[src/rtl/axi4lite_req_arbiter.sv]
// axi4lite_req_arbiter: two-requester round-robin front end for a single AXI4-Lite master command port.
// Optional WAIT-state timeout compiled in with `define AXI_ARB_TIMEOUT_EN.
`default_nettype none

module axi4lite_req_arbiter #(
  parameter int ADDR_WIDTH     = 2,
  parameter int DATA_WIDTH     = 8,
  parameter int TIMEOUT_CYCLES = 15
) (
  input  logic                    clk,
  input  logic                    rst,
  input  logic [1:0]              req,
  input  logic [1:0]              req_we,
  input  logic [2*ADDR_WIDTH-1:0] req_addr,
  input  logic [2*DATA_WIDTH-1:0] req_wdata,
  output logic [1:0]              ack,
  output logic [DATA_WIDTH-1:0]   rdata,
  output logic                    err,
  output logic                    busy,
  output logic                    grant_id,
  output logic                    m_start_write,
  output logic                    m_start_read,
  output logic [ADDR_WIDTH-1:0]   m_addr,
  output logic [DATA_WIDTH-1:0]   m_wdata,
  input  logic                    m_done,
  input  logic [DATA_WIDTH-1:0]   m_rdata
);

  typedef enum logic [1:0] {
    S_IDLE  = 2'd0,
    S_ISSUE = 2'd1,
    S_WAIT  = 2'd2,
    S_ACK   = 2'd3
  } state_t;

  state_t state_q;
  logic   last_grant_q;
  logic   we_q;
  logic   win_d;

  // Requester 1 wins when alone, or on a tie when requester 0 was served last.
  always_comb begin
    win_d = req[1] & (~req[0] | ~last_grant_q);
  end

`ifdef AXI_ARB_TIMEOUT_EN
  localparam int CNT_W = $clog2(TIMEOUT_CYCLES + 1);
  logic [CNT_W-1:0] tmo_q;
`else
  assign err = 1'b0;
`endif

  always_ff @(posedge clk or posedge rst) begin
    if (rst) begin
      state_q       <= S_IDLE;
      last_grant_q  <= 1'b1;
      we_q          <= 1'b0;
      ack           <= 2'b00;
      rdata         <= '0;
      busy          <= 1'b0;
      grant_id      <= 1'b0;
      m_start_write <= 1'b0;
      m_start_read  <= 1'b0;
      m_addr        <= '0;
      m_wdata       <= '0;
`ifdef AXI_ARB_TIMEOUT_EN
      err           <= 1'b0;
      tmo_q         <= '0;
`endif
    end else begin
      case (state_q)
        S_IDLE: begin
          if (req != 2'b00) begin
            state_q       <= S_ISSUE;
            busy          <= 1'b1;
            grant_id      <= win_d;
            we_q          <= req_we[win_d];
            m_start_write <= req_we[win_d];
            m_start_read  <= ~req_we[win_d];
            m_addr        <= win_d ? req_addr[2*ADDR_WIDTH-1:ADDR_WIDTH]
                                   : req_addr[ADDR_WIDTH-1:0];
            m_wdata       <= win_d ? req_wdata[2*DATA_WIDTH-1:DATA_WIDTH]
                                   : req_wdata[DATA_WIDTH-1:0];
          end
        end
        S_ISSUE: begin
          m_start_write <= 1'b0;
          m_start_read  <= 1'b0;
          state_q       <= S_WAIT;
`ifdef AXI_ARB_TIMEOUT_EN
          tmo_q         <= '0;
`endif
        end
        S_WAIT: begin
          if (m_done) begin
            if (!we_q) begin
              rdata <= m_rdata;
            end
            ack     <= grant_id ? 2'b10 : 2'b01;
            state_q <= S_ACK;
`ifdef AXI_ARB_TIMEOUT_EN
            err     <= 1'b0;
          end else if (tmo_q == CNT_W'(TIMEOUT_CYCLES - 1)) begin
            // Give up: complete to the requester with an error, data untouched.
            ack     <= grant_id ? 2'b10 : 2'b01;
            err     <= 1'b1;
            state_q <= S_ACK;
          end else begin
            tmo_q   <= tmo_q + 1'b1;
`endif
          end
        end
        S_ACK: begin
          ack          <= 2'b00;
          busy         <= 1'b0;
          last_grant_q <= grant_id;
          state_q      <= S_IDLE;
        end
        default: state_q <= S_IDLE;
      endcase
    end
  end

endmodule

`default_nettype wire

[config.mk]
export PLATFORM = sky130hd
export DESIGN_NAME = axi4lite_req_arbiter
export DESIGN_NICKNAME = d
export VERILOG_FILES = /design/src/rtl/axi4lite_req_arbiter.sv
export SDC_FILE = /design/constraint.sdc
export NUM_CORES = 1
export LEC_CHECK = 0
export ABC_AREA = 1
export CORE_ASPECT_RATIO = 0.75
export CORE_MARGIN = 5
export CORE_UTILIZATION = 45
export CTS_CLUSTER_SIZE = 10
export DETAILED_ROUTE_END_ITERATION = 16
export DONT_BUFFER_PORTS = 1
export PLACE_DENSITY = 0.68
export SYNTH_ARGS = -nofsm -noshare
export SYNTH_HDL_FRONTEND = slang
export SYNTH_SLANG_ARGS = --single-unit
[constraint.sdc]
create_clock -name clk -period 2.66 [get_ports clk]
set_input_delay 0.665 -clock clk [delete_from_list [all_inputs] [get_ports clk]]
set_output_delay 0.665 -clock clk [all_outputs]
set_load 0.05 [all_outputs]
Word level (Yosys, flattened, before mapping) --
Cells that the tools add are included.
Word-level totals: output and inout bits 25, input port bits 35, bits in registers 28, logic and storage cells 50
Cells by class: mux-type cells 16, bitwise gates (word level) 6, equal/unequal tests 5, $lt $le $gt $ge 1, reductions and logical operators 11
Operators by type and width (number):
- 2-bit 2-to-1 mux | 5
- 2-bit AND reduction | 5
- 8-bit 2-to-1 mux | 1
- 2-bit one-hot mux with 4 select lines | 1
- 2-bit nonzero test | 4
- 1-bit one-hot mux with 2 select lines | 3
- 1-bit 2-to-1 mux | 5
- 2-bit equality test (second input constant) | 2
- 2-bit inequality test (second input constant) | 2
- 1-bit NOT | 4
- 2-bit one-hot mux with 2 select lines | 1
- 3-bit AND reduction | 1
- 2-bit by 1-bit equality test with 1-bit output (second input constant) | 1
- 2-bit logical NOT | 1
- 1-bit by 2-bit < comparator with 1-bit output (second input constant) | 1
- 1-bit AND | 1
- 1-bit OR | 1

Logic depth before layout (Yosys ltp) --
Gate-level depths: netlist of run 1.
depth after elaboration 8, depth in mapped cells 7, mapped depth without buffers 7

Least setup slack after synthesis of run 1 --
OpenSTA, ideal clock, no wires.
path type reg2out, start register grant_id, end output port grant_id, data required time 1.995 ns, path buffers 0, arrival time 0.629 ns, stages on the path, launching flop included 1, setup slack 1.366 ns, path through dfrtp_1
RTL lines:
- start, declared | RTL line 20 | output logic grant_id,
- start signal, assigned | RTL line 76 | grant_id <= win_d;
No word-level cell between the ends.

Worst setup path after layout of run 1 --
start register grant_id, end output port grant_id
No word-level cell between the ends.

==> results.txt, run 1 <==
The critical path startpoint category is a flop. The mean instance size in the synthesized netlist came out at 8.02 µm². The total chip power is 2.13 mW. The final non-filler cell area came out at 0.00146 mm².

The yosys synthesis warning count is 0. Wires add up to 3180 µm. The number of filler cells placed in the layout came out at 289. The ratio of final minimum period to clock period came out at 0.619. In this run the tightest slew margin relative to its limit is 0.624. The aggregate global routing overflow came out at 0.

After routing, the total negative slack on setup checks comes to 0 ps. The count of final hold-check violations came out at 0. Setup repair after global routing left no endpoint under its margin. The largest family of logic cells by synthesized area is simple AND/OR/NAND/NOR gates. OpenSTA, run right after detailed placement, puts the worst setup slack at 1040 ps. In this run the clock root is driven by a clkbuf_8. The floorplan die area came out at 0.00433 mm². The via density per instance came out at 5.23. In this run the worst hold path is classified as in2async. The clock period minus final worst setup slack is 1650 ps. The total power divided by cell area came out at 1460 mW/mm². During I/O placement, the number of pins put on the boundary was 60. The worst-case IR drop observed on VDD is 664 µV. The final setup slack of the worst path came out at 1010 ps. Counting every net in the synthesized netlist gives 214. The initial utilization of the core area, before any placement, comes to 0.472. The share of post-route cells with drive strength above 1 is 0.0694. The run finished with clean final reports.

The final-report setup violation count came out at 0. The number of buffers inserted to repair setup after CTS came out at 0. After detailed placement, the total cell area comes to 0.00140 mm². Of the total synthesized cell area, the portion taken by AND, OR, NAND and NOR gates is 0.308.

The number of iterations in the first detailed-routing pass is 4. The detailed router finished its first iteration with 47 violations. The clock passes through at most 2 buffers. The cell area that synthesis handed to floorplanning was 0.00140 mm². TritonCTS built the clock tree. The peak fanout along the critical path came out at 4. The number of buffers added by the clock tree synthesis step came out at 3. The count of antenna-violating nets left after detailed routing is 0. The cell leakage power is 0.792 nW. The multiplexer area fraction after synthesis came out at 0. Leaving out fill and tap cells, the most frequent cell in the layout is nand2_1. In this run, synthesis produced a sequential element count of 28. Of the total synthesized cell area, the portion taken by full adders, half adders and majority gates is 0.0448. From bottom edge to top edge, the die measures 58.2 µm. The area share of xor/xnor cells in the synthesized design came out at 0. The number of hold buffers added after CTS was 0. The average detailed-routed wire length per instance came out at 15.0 µm.

The sequential element share of the synthesized area is 0.503. The clock arrives with 6.48 ps of skew. The wire length of the first global-routing pass came out at 4930 µm. The width of the die is 74.3 µm. The net count reported at finish is 214. The final antenna diode count is 0.

The worst setup path is captured at an output pin. The placer's final routability congestion estimate is 0.743. Detailed routing inserted a total of 1,104 vias. The all-layer global routing usage is 0.148. The post-cts sizing count is 0.

The number of max-slew violations in the final report is 0. The upper clock frequency limit came out at 0.607 GHz. The number of cell rows came out at 17.

The count of input and output buffers is 0. The transition time of the tightest slew-check pin is 564 ps. The CTS sink count came out at 28.

The compound-gate portion of the synthesized area came out at 0.0628. The core outline area came out at 0.00296 mm². Across the run, the number of max-cap violations was 0.

The required time of the worst setup path is 2000 ps. Data on the critical path arrives at its endpoint at 980 ps. The via count of the first global-routing pass came out at 1,026. The relative area change from synthesis to final layout is 4.31%.

The number of distinct library cell variants in the gate-level netlist after synthesis came out at 19. The clock reaches the later pin of the worst-skew pair after 270 ps. The clock-pin slew on the worst setup and hold paths came out at 90 ps.

The largest net degree at the start of global routing is 29. The H-tree depth is 1. The DRC violation count after routing is 0. The number of instances in the synthesized netlist came out at 174. Leaving out fill and tap cells, the most frequent cells in the layout are nand2_1 (78), dfrtp_1 (27), nand3_1 (22), inv_1 (13), o21ai_0 (7). The wire-length estimate of the detail-placed layout is 2460 µm. By startpoint and endpoint, the worst setup path is classified as reg2out.

The number of antenna violations at the first check in global routing came out at 0.
synthesized netlist by cell type, drive strengths merged:
cell / instances / share of area
nand2: 81 / 0.22
o21ai: 9 / 0.043
conb: 1 / 0.0027
dfrtp: 27 / 0.48
buf: 6 / 0.036
o211ai: 2 / 0.011
clkinv: 2 / 0.0054
ha: 5 / 0.045
o22ai: 2 / 0.0090
dfstp: 1 / 0.019
nand3: 22 / 0.079
nor2: 2 / 0.0054
inv: 14 / 0.038
per-stage QoR:
step                instances  utilization  hold WS [ps]
floorplan                 174            -           473
global placement          207        0.474           503
detailed placement        207        0.474           503
CTS                       211        0.492           340
global route              211        0.492           375
finish                    211        0.492           333
power breakdown:
group          internal (mW)  total (mW)  switching (mW)
combinational          0.181       0.530           0.350
sequential             0.614        1.34           0.728
clock                  0.132       0.257           0.124
worst paths after layout:
kind | from | to | slack [ps] | cells past startpoint
max | grant_id | grant_id | 1010 | 0
min | rst | m_addr[0] | 330 | 2
max reg2reg | state_q[0] | rdata[5] | 1120 | 7
min reg2reg | last_grant_q | last_grant_q | 510 | 2
max in group asynchronous | rst | last_grant_q | 2020 | 2
min in group clk | last_grant_q | last_grant_q | 510 | 2
routing by layer:
layer  global-route usage  vias to the layer above  routed length, µm
li1                     -                      542                  -
met3               0.0676                        2                412
met4               0.0152                        0                  7
met2                0.251                       47               1490
met1                0.178                      513               1260
met5                    0                        -                  0
sequential cells by signal, summed over array words and instances (netlist names), 2 cells and up:
signal	cells
m_wdata	8
state_q	2
ack	2
m_addr	2
rdata	8
worst reg2reg max path, stage by stage (launching register included):
cell and delay, ps:
dfrtp_1 400, inv_1 100, ha_1 240, nand2_1 80, clkinv_1 250, nand2_2 240
nand2_1 80, nand2_1 80
area by class of cell:
class / instances / area, µm² / share of cell area
timing repair buffer: 1 / 7.51 / 0.00516
clock buffer: 4 / 55.1 / 0.0378
multi-input combinational: 124 / 583 / 0.401
inverter: 16 / 60.1 / 0.0413
tap: 38 / 47.5 / 0.0327
sequential: 28 / 702 / 0.482
cells by family (layout without fill, tap and decap cells):
| logic type | count (synthesis) | count (layout) |
|---|---|---|
| other | 1 | 1 |
| and+or+nand+nor | 105 | 105 |
| DFF | 28 | 28 |
| AOI/OAI and AO/OA | 13 | 13 |
| adders and majority gates | 5 | 5 |
| buffers and inverters | 22 | 21 |
(Power assumes the default switching activity.)
==> run 2: changes to the inputs <==
Clock period 2.66 ns to 1.6 ns, I/O delays scaled along.
==> results.txt, run 2 (synthesis results as in run 1) <==
Clock latency on the worst-skew pair, taken at its later pin, is 270 ps. The slack of the worst reg-to-reg path is 160 ps. The flow ran to the end, and the final reports show no timing, DRC or antenna violations.

The TritonCTS clock tree is built. The clock net in this run drives a total of 28 sinks. The H-tree depth is 1. The slowest library cell on the worst path is dfrtp_1. The wire length of the first global-routing pass came out at 5120 µm. Clock-pin slew was measured on the worst setup and hold paths at 90 ps.

The peak fanout along the critical path is 15. The worst stage delay on the critical path came out at 420 ps. The net count reported at finish is 216. The worst slew margin relative to its limit came out at 0.614. The startpoint identified for the worst register-to-register timing path is state_q[0]. The post-placement setup slack came out at 111 ps. The largest voltage drop on the vdd net is 1350 µV. The number of max-slew violations in the final report came out at 0. The count of input and output buffers came out at 0. The number of cell rows came out at 17.

Setup violations remaining at the end of the flow were counted as 0. STA classifies the critical path startpoint as a flop. The cell sitting at the root of the clock tree is a clkbuf_8.

The final non-filler cell area came out at 0.00148 mm². The aggregate global routing overflow is 0. The largest registers in the layout are m_wdata (8), rdata (8). In the final layout, the share of cells above drive strength 1 is 0.0857. The total I/O pin count came out at 60. The DRC violation count after routing is 0. The required time of the worst setup path is 1820 ps.

The largest net degree at the start of global routing came out at 29. The final antenna diode count is 0. In this run the deepest clock path goes through 2 buffers.

The width of the die is 74.3 µm. Setup slack on the critical path of the routed design comes to 160 ps. The signal on the critical path passes through inv_1, ha_1, o21ai_4, buf_4, nor2_1, nand3_1, nand2_1. The starting density of the core is 0.472. After detailed routing, the number of vias per cell comes to 5.27.

The sum of net half-perimeters after detailed placement came out at 2480 µm. The placer's final routability congestion estimate came out at 0.750. The number of cells traversed by the worst register-to-register path is 7. In the final routed layout, each cell accounts on average for 15.0 µm.

In the layout the commonest cells are nand2_1 (78), dfrtp_1 (27), nand3_1 (22), inv_1 (13), o21ai_0 (7). The number of maximum-capacitance violations came out at 0. The relative area change from synthesis to final layout came out at 6.01%.

The pre-antenna-repair detailed-routing pass consisted of 4 iterations. Setup repair after global routing left no endpoint under its margin. The placed instance area is 0.00142 mm².

The number of antenna violations at the first check in global routing came out at 0. After routing, the total negative slack on setup checks comes to 0 ps. The cell leakage power came out at 0.804 nW. The via count of the first global-routing pass is 1,101. The worst setup path is of the reg2reg kind. STA classifies the critical path endpoint as a flop. The number of placed instances, taps included, is 209. The upper clock frequency limit is 0.695 GHz. For the pin with the worst max-slew slack, the measured transition is 578 ps.

The type of the worst min-delay path is in2async. The initial detailed-routing violation count is 44. The final hold slack came out at 67.1 ps. Across every metal layer, demand over resource in global routing totals 0.153. The capturing point of the worst reg2reg path is m_start_read. The count of non-filler cells in the finished layout is 213. After detailed routing, the total wire length is 3210 µm. Fill cells in the final layout number 290. The core outline area came out at 0.00296 mm². The hold buffer count at CTS came out at 0. The count of final hold-check violations is 0. The ratio of final minimum period to clock period is 0.900. The die covers 0.00433 mm². Subtracting the final worst setup slack from the clock period gives 1440 ps. Once detail routing completed, the nets flagged for antenna violations numbered 0. The via count is 1,122. The clock arrives with 4.81 ps of skew. The height of the chip is 58.2 µm. Dividing total power by cell area gives a power density of 2430 mW/mm². The number of buffers added by the clock tree synthesis step came out at 3. At the worst endpoint, the arrival time is 1660 ps.

The library cell used most frequently in the layout, excluding fill and tap cells, is nand2_1.
[run 2: changes by cell type in the layout (fill, tap and decap cells not counted)]
cell and delta:
nand2_2 -1, buf_4 +2, nand2_4 +1, clkinvlp_4 +1, clkinv_1 -1
[run 2: worst max-delay path by stage]
stage                     from           end  slack [ps]  depth (start not counted)
finish              state_q[0]  m_start_read         160                          7
global route        state_q[0]      rdata[0]          10                          7
CTS                 state_q[0]      rdata[0]          90                          7
detailed placement  state_q[0]      rdata[0]         110                          7
global placement    state_q[0]      rdata[1]         210                          7
floorplan           state_q[0]      rdata[0]         320                          7
[run 2: area by class of cell]
type                       count  area, µm²  share of cell area
inverter                      16       63.8              0.0431
clock buffer                   4       55.1              0.0372
sequential                    28        702               0.475
tap                           38       47.5              0.0321
multi-input combinational    124        588               0.398
timing repair buffer           3       22.5              0.0152
[run 2: worst max-delay path: cells and delay by family, from the launching register on]
family | cells | cell delay (ps)
AO/OA/AOI/OAI | 1 | 80
adder cells (fa/ha/maj) | 1 | 270
buffers and inverters | 2 | 320
flip-flops | 1 | 420
AND/OR/NAND/NOR | 3 | 290
[run 2: timing repair]
action,4_1_cts,5_1_grt
hold endpoints to repair,0,0
setup endpoints to repair,0,8
resized for setup,0,2
buffers inserted,0,0
[run 2: stage by stage]
step / total power [mW] / utilization
after floorplan: 2.93 / -
after global placement: 3.11 / 0.479
after detailed placement: 3.17 / 0.479
after CTS: 3.61 / 0.497
after global routing: 3.83 / 0.500
final: 3.59 / 0.500
[run 2: where the power goes]
group	total [mW]	leakage [nW]	internal (mW)	switching, mW
combinational	0.932	0.425	0.324	0.608
clock	0.434	0.0288	0.220	0.213
sequential	2.22	0.350	1.02	1.20
[run 2: layer usage]
layer / up-vias / track usage / routed length (µm)
li1: 544 / - / -
met3: 4 / 0.0763 / 437
met5: - / 0 / 0
met2: 52 / 0.265 / 1530
met4: 0 / 0.0355 / 27
met1: 522 / 0.167 / 1210
==> run 3: changes to the inputs <==
Settings changed: ABC_CLOCK_PERIOD_IN_PS from default to 1600, MAX_ROUTING_LAYER from default to met4.
==> results.txt, run 3 (synthesis results as in run 1) <==
The flow ran to the end, and the final reports show no timing, DRC or antenna violations. The DRC violation count after routing came out at 0. Counting both buffers and inverters, the worst setup path holds a total of 2.

The core outline area came out at 0.00296 mm². The worst stage delay on the critical path came out at 410 ps. The largest voltage drop on the vdd net came out at 1340 µV. The clock reaches the later pin of the worst-skew pair after 270 ps.

The relative area change from synthesis to final layout came out at 6.01%. In this run the critical register-to-register path is captured at rdata[0]. For this run, global-route usage on met1 was measured as 0.170. The count of non-filler cells in the finished layout came out at 213. The height of the chip is 58.2 µm. The signal arrival time at the worst endpoint came out at 1650 ps. The maximum buffer depth of the clock tree is 2. The setup clock skew after layout is 6.48 ps. Setup violations remaining at the end of the flow were counted as 0. The all-layer global routing usage is 0.157. The sequential share of power is 0.620.

Measured against its own limit, the worst slew margin works out to 0.623. The core occupancy in the finished layout is 0.500. The total area of multi-input combinational cells is 588 µm². The total placed cells including tap cells is 209. The H-tree depth is 1.

The count of antenna-violating nets left after detailed routing is 0. After floorplanning, the core was divided into 17 placement rows. The worst hold path belongs to the class in2async. The required time of the worst setup path is 1810 ps. Clock-pin slew was measured on the worst setup and hold paths at 90 ps. The via count came out at 1,122. STA classifies the critical path endpoint as a flop. After routing, the total negative slack on setup checks comes to 0 ps. In this run the count of I/O pins placed on the die edge is 60. After layout, the minimum clock period comes to 1440 ps.

The slack of the worst reg-to-reg path came out at 160 ps. The largest net degree at the start of global routing is 29. The met2 capacity usage during global routing came out at 0.265. The number of antenna diodes in the final layout is 0.

Power spread over the standard cell area amounts to 2420 mW/mm². The register area is 702 µm². The share of total power dissipated in the clock network is 0.120. In the final routed layout, each cell accounts on average for 15.0 µm. The largest registers in the layout are m_wdata (8), rdata (8).

The ratio of final minimum period to clock period is 0.899. The number of iterations in the first detailed-routing pass came out at 4. The total net switching power came out at 2.02 mW. The number of cells traversed by the worst register-to-register path came out at 7. The number of maximum-capacitance violations came out at 0. In this run the worst path has a maximum fanout of 10. STA classifies the critical path startpoint as a flop. The signal on the critical path passes through inv_1, ha_1, nand2_1, clkinvlp_4, nand2_4, nand2_1, nand2_1. In the layout the commonest cells are nand2_1 (78), dfrtp_1 (27), nand3_1 (22), inv_1 (13), o21ai_0 (7).

Clock tree synthesis selected as its root buffer the cell clkbuf_8. Dividing the detail-routed via count by the number of cells gives 5.27. The width of the die is 74.3 µm.

The share of total power dissipated in combinational logic is 0.260. The worst reg2reg path startpoint is state_q[0]. Summed over all layers, the global routing overflow is 0. The final hold slack came out at 67.8 ps.

The placer's final routability congestion estimate came out at 0.760. The slowest library cell on the worst path is dfrtp_1. The number of filler cells placed in the layout is 290. The internal power consumption came out at 1.57 mW. The sum of net half-perimeters after detailed placement is 2480 µm. The via count of the first global-routing pass is 1,100. The floorplan die area is 0.00433 mm². The number of buffers added by the clock tree synthesis step is 3. The number of max-slew violations in the final report is 0. In the final design database the tool counted 216 nets. The share of post-route cells with drive strength above 1 is 0.0857. The cell occurring most often along the worst timing path is nand2_1. The transition time of the tightest slew-check pin is 566 ps.

The layer with the highest usage is met2. The leading cell type in the layout, fill and taps excluded is nand2_1. In this design, the largest share of critical-path delay is due to simple AND/OR/NAND/NOR gates. The count of input and output buffers is 0.

The wire length of the first global-routing pass is 5110 µm. The switching share of power came out at 0.563. The total length of routed wires came out at 3200 µm. The count of final hold-check violations came out at 0. The starting density of the core is 0.472. The CTS sink count came out at 28. The upper clock frequency limit came out at 0.695 GHz.

The cell leakage power came out at 0.804 nW. After the first detailed-routing iteration, the DRC count stood at 44. For met3 alone, demand over resource in global routing was 0.0711. The path type of the worst setup path is reg2reg. Setup repair after global routing left no endpoint under its margin.

The number of antenna violations at the first check in global routing is 0. TritonCTS built the clock tree.
-- run 3: cell counts in the layout (fill, tap and decap cells not counted) --
Identical to the previous run, type by type.
-- run 3: area by class of cell --
type / count / area share
sequential: 28 / 0.475
multi-input combinational: 124 / 0.398
inverter: 16 / 0.0431
clock buffer: 4 / 0.0372
tap: 38 / 0.0321
timing repair buffer: 3 / 0.0152
-- run 3: metal layers --
layer	share of wire	vias to the layer above
met1	0.37	521
met2	0.48	53
li1	-	544
met3	0.14	4
met4	0.0084	0
met5	0	-
-- run 3: worst max path at each step --
stage	from	endpoint	slack, ps	depth (start not counted)
floorplan	state_q[0]	rdata[0]	320	7
global placement	state_q[0]	rdata[1]	210	7
detailed placement	state_q[0]	rdata[0]	110	7
CTS	state_q[0]	rdata[0]	90	7
global route	state_q[0]	rdata[0]	10	7
finish	state_q[0]	rdata[0]	160	7
-- run 3: power by group through the flow --
| stage | Sequential [mW] | Clock [mW] | Combinational (mW) |
|---|---|---|---|
| final | 2.22 | 0.430 | 0.932 |
| after global routing | 2.27 | 0.475 | 1.09 |
| after floorplan | 2.16 | 0 | 0.774 |
| after CTS | 2.23 | 0.448 | 0.935 |
| after global placement | 2.24 | 0 | 0.868 |
| after detailed placement | 2.25 | 0 | 0.927 |
-- run 3: stage by stage --
step | setup WS, ps | total power [mW] | area [µm²]
after floorplan | 324 | 2.93 | 1400
after global placement | 213 | 3.11 | 1420
after detailed placement | 111 | 3.17 | 1420
after CTS | 88.3 | 3.61 | 1470
after global routing | 14.3 | 3.83 | 1480
final | 161 | 3.59 | 1480
-- run 3: timing repair --
action                                  in CTS  in global routing
resized for setup                            0                  2
endpoints found under the setup margin       0                  8
hold buffers                                 0                  0
buffers inserted                             0                  0
endpoints found under the hold margin        0                  0
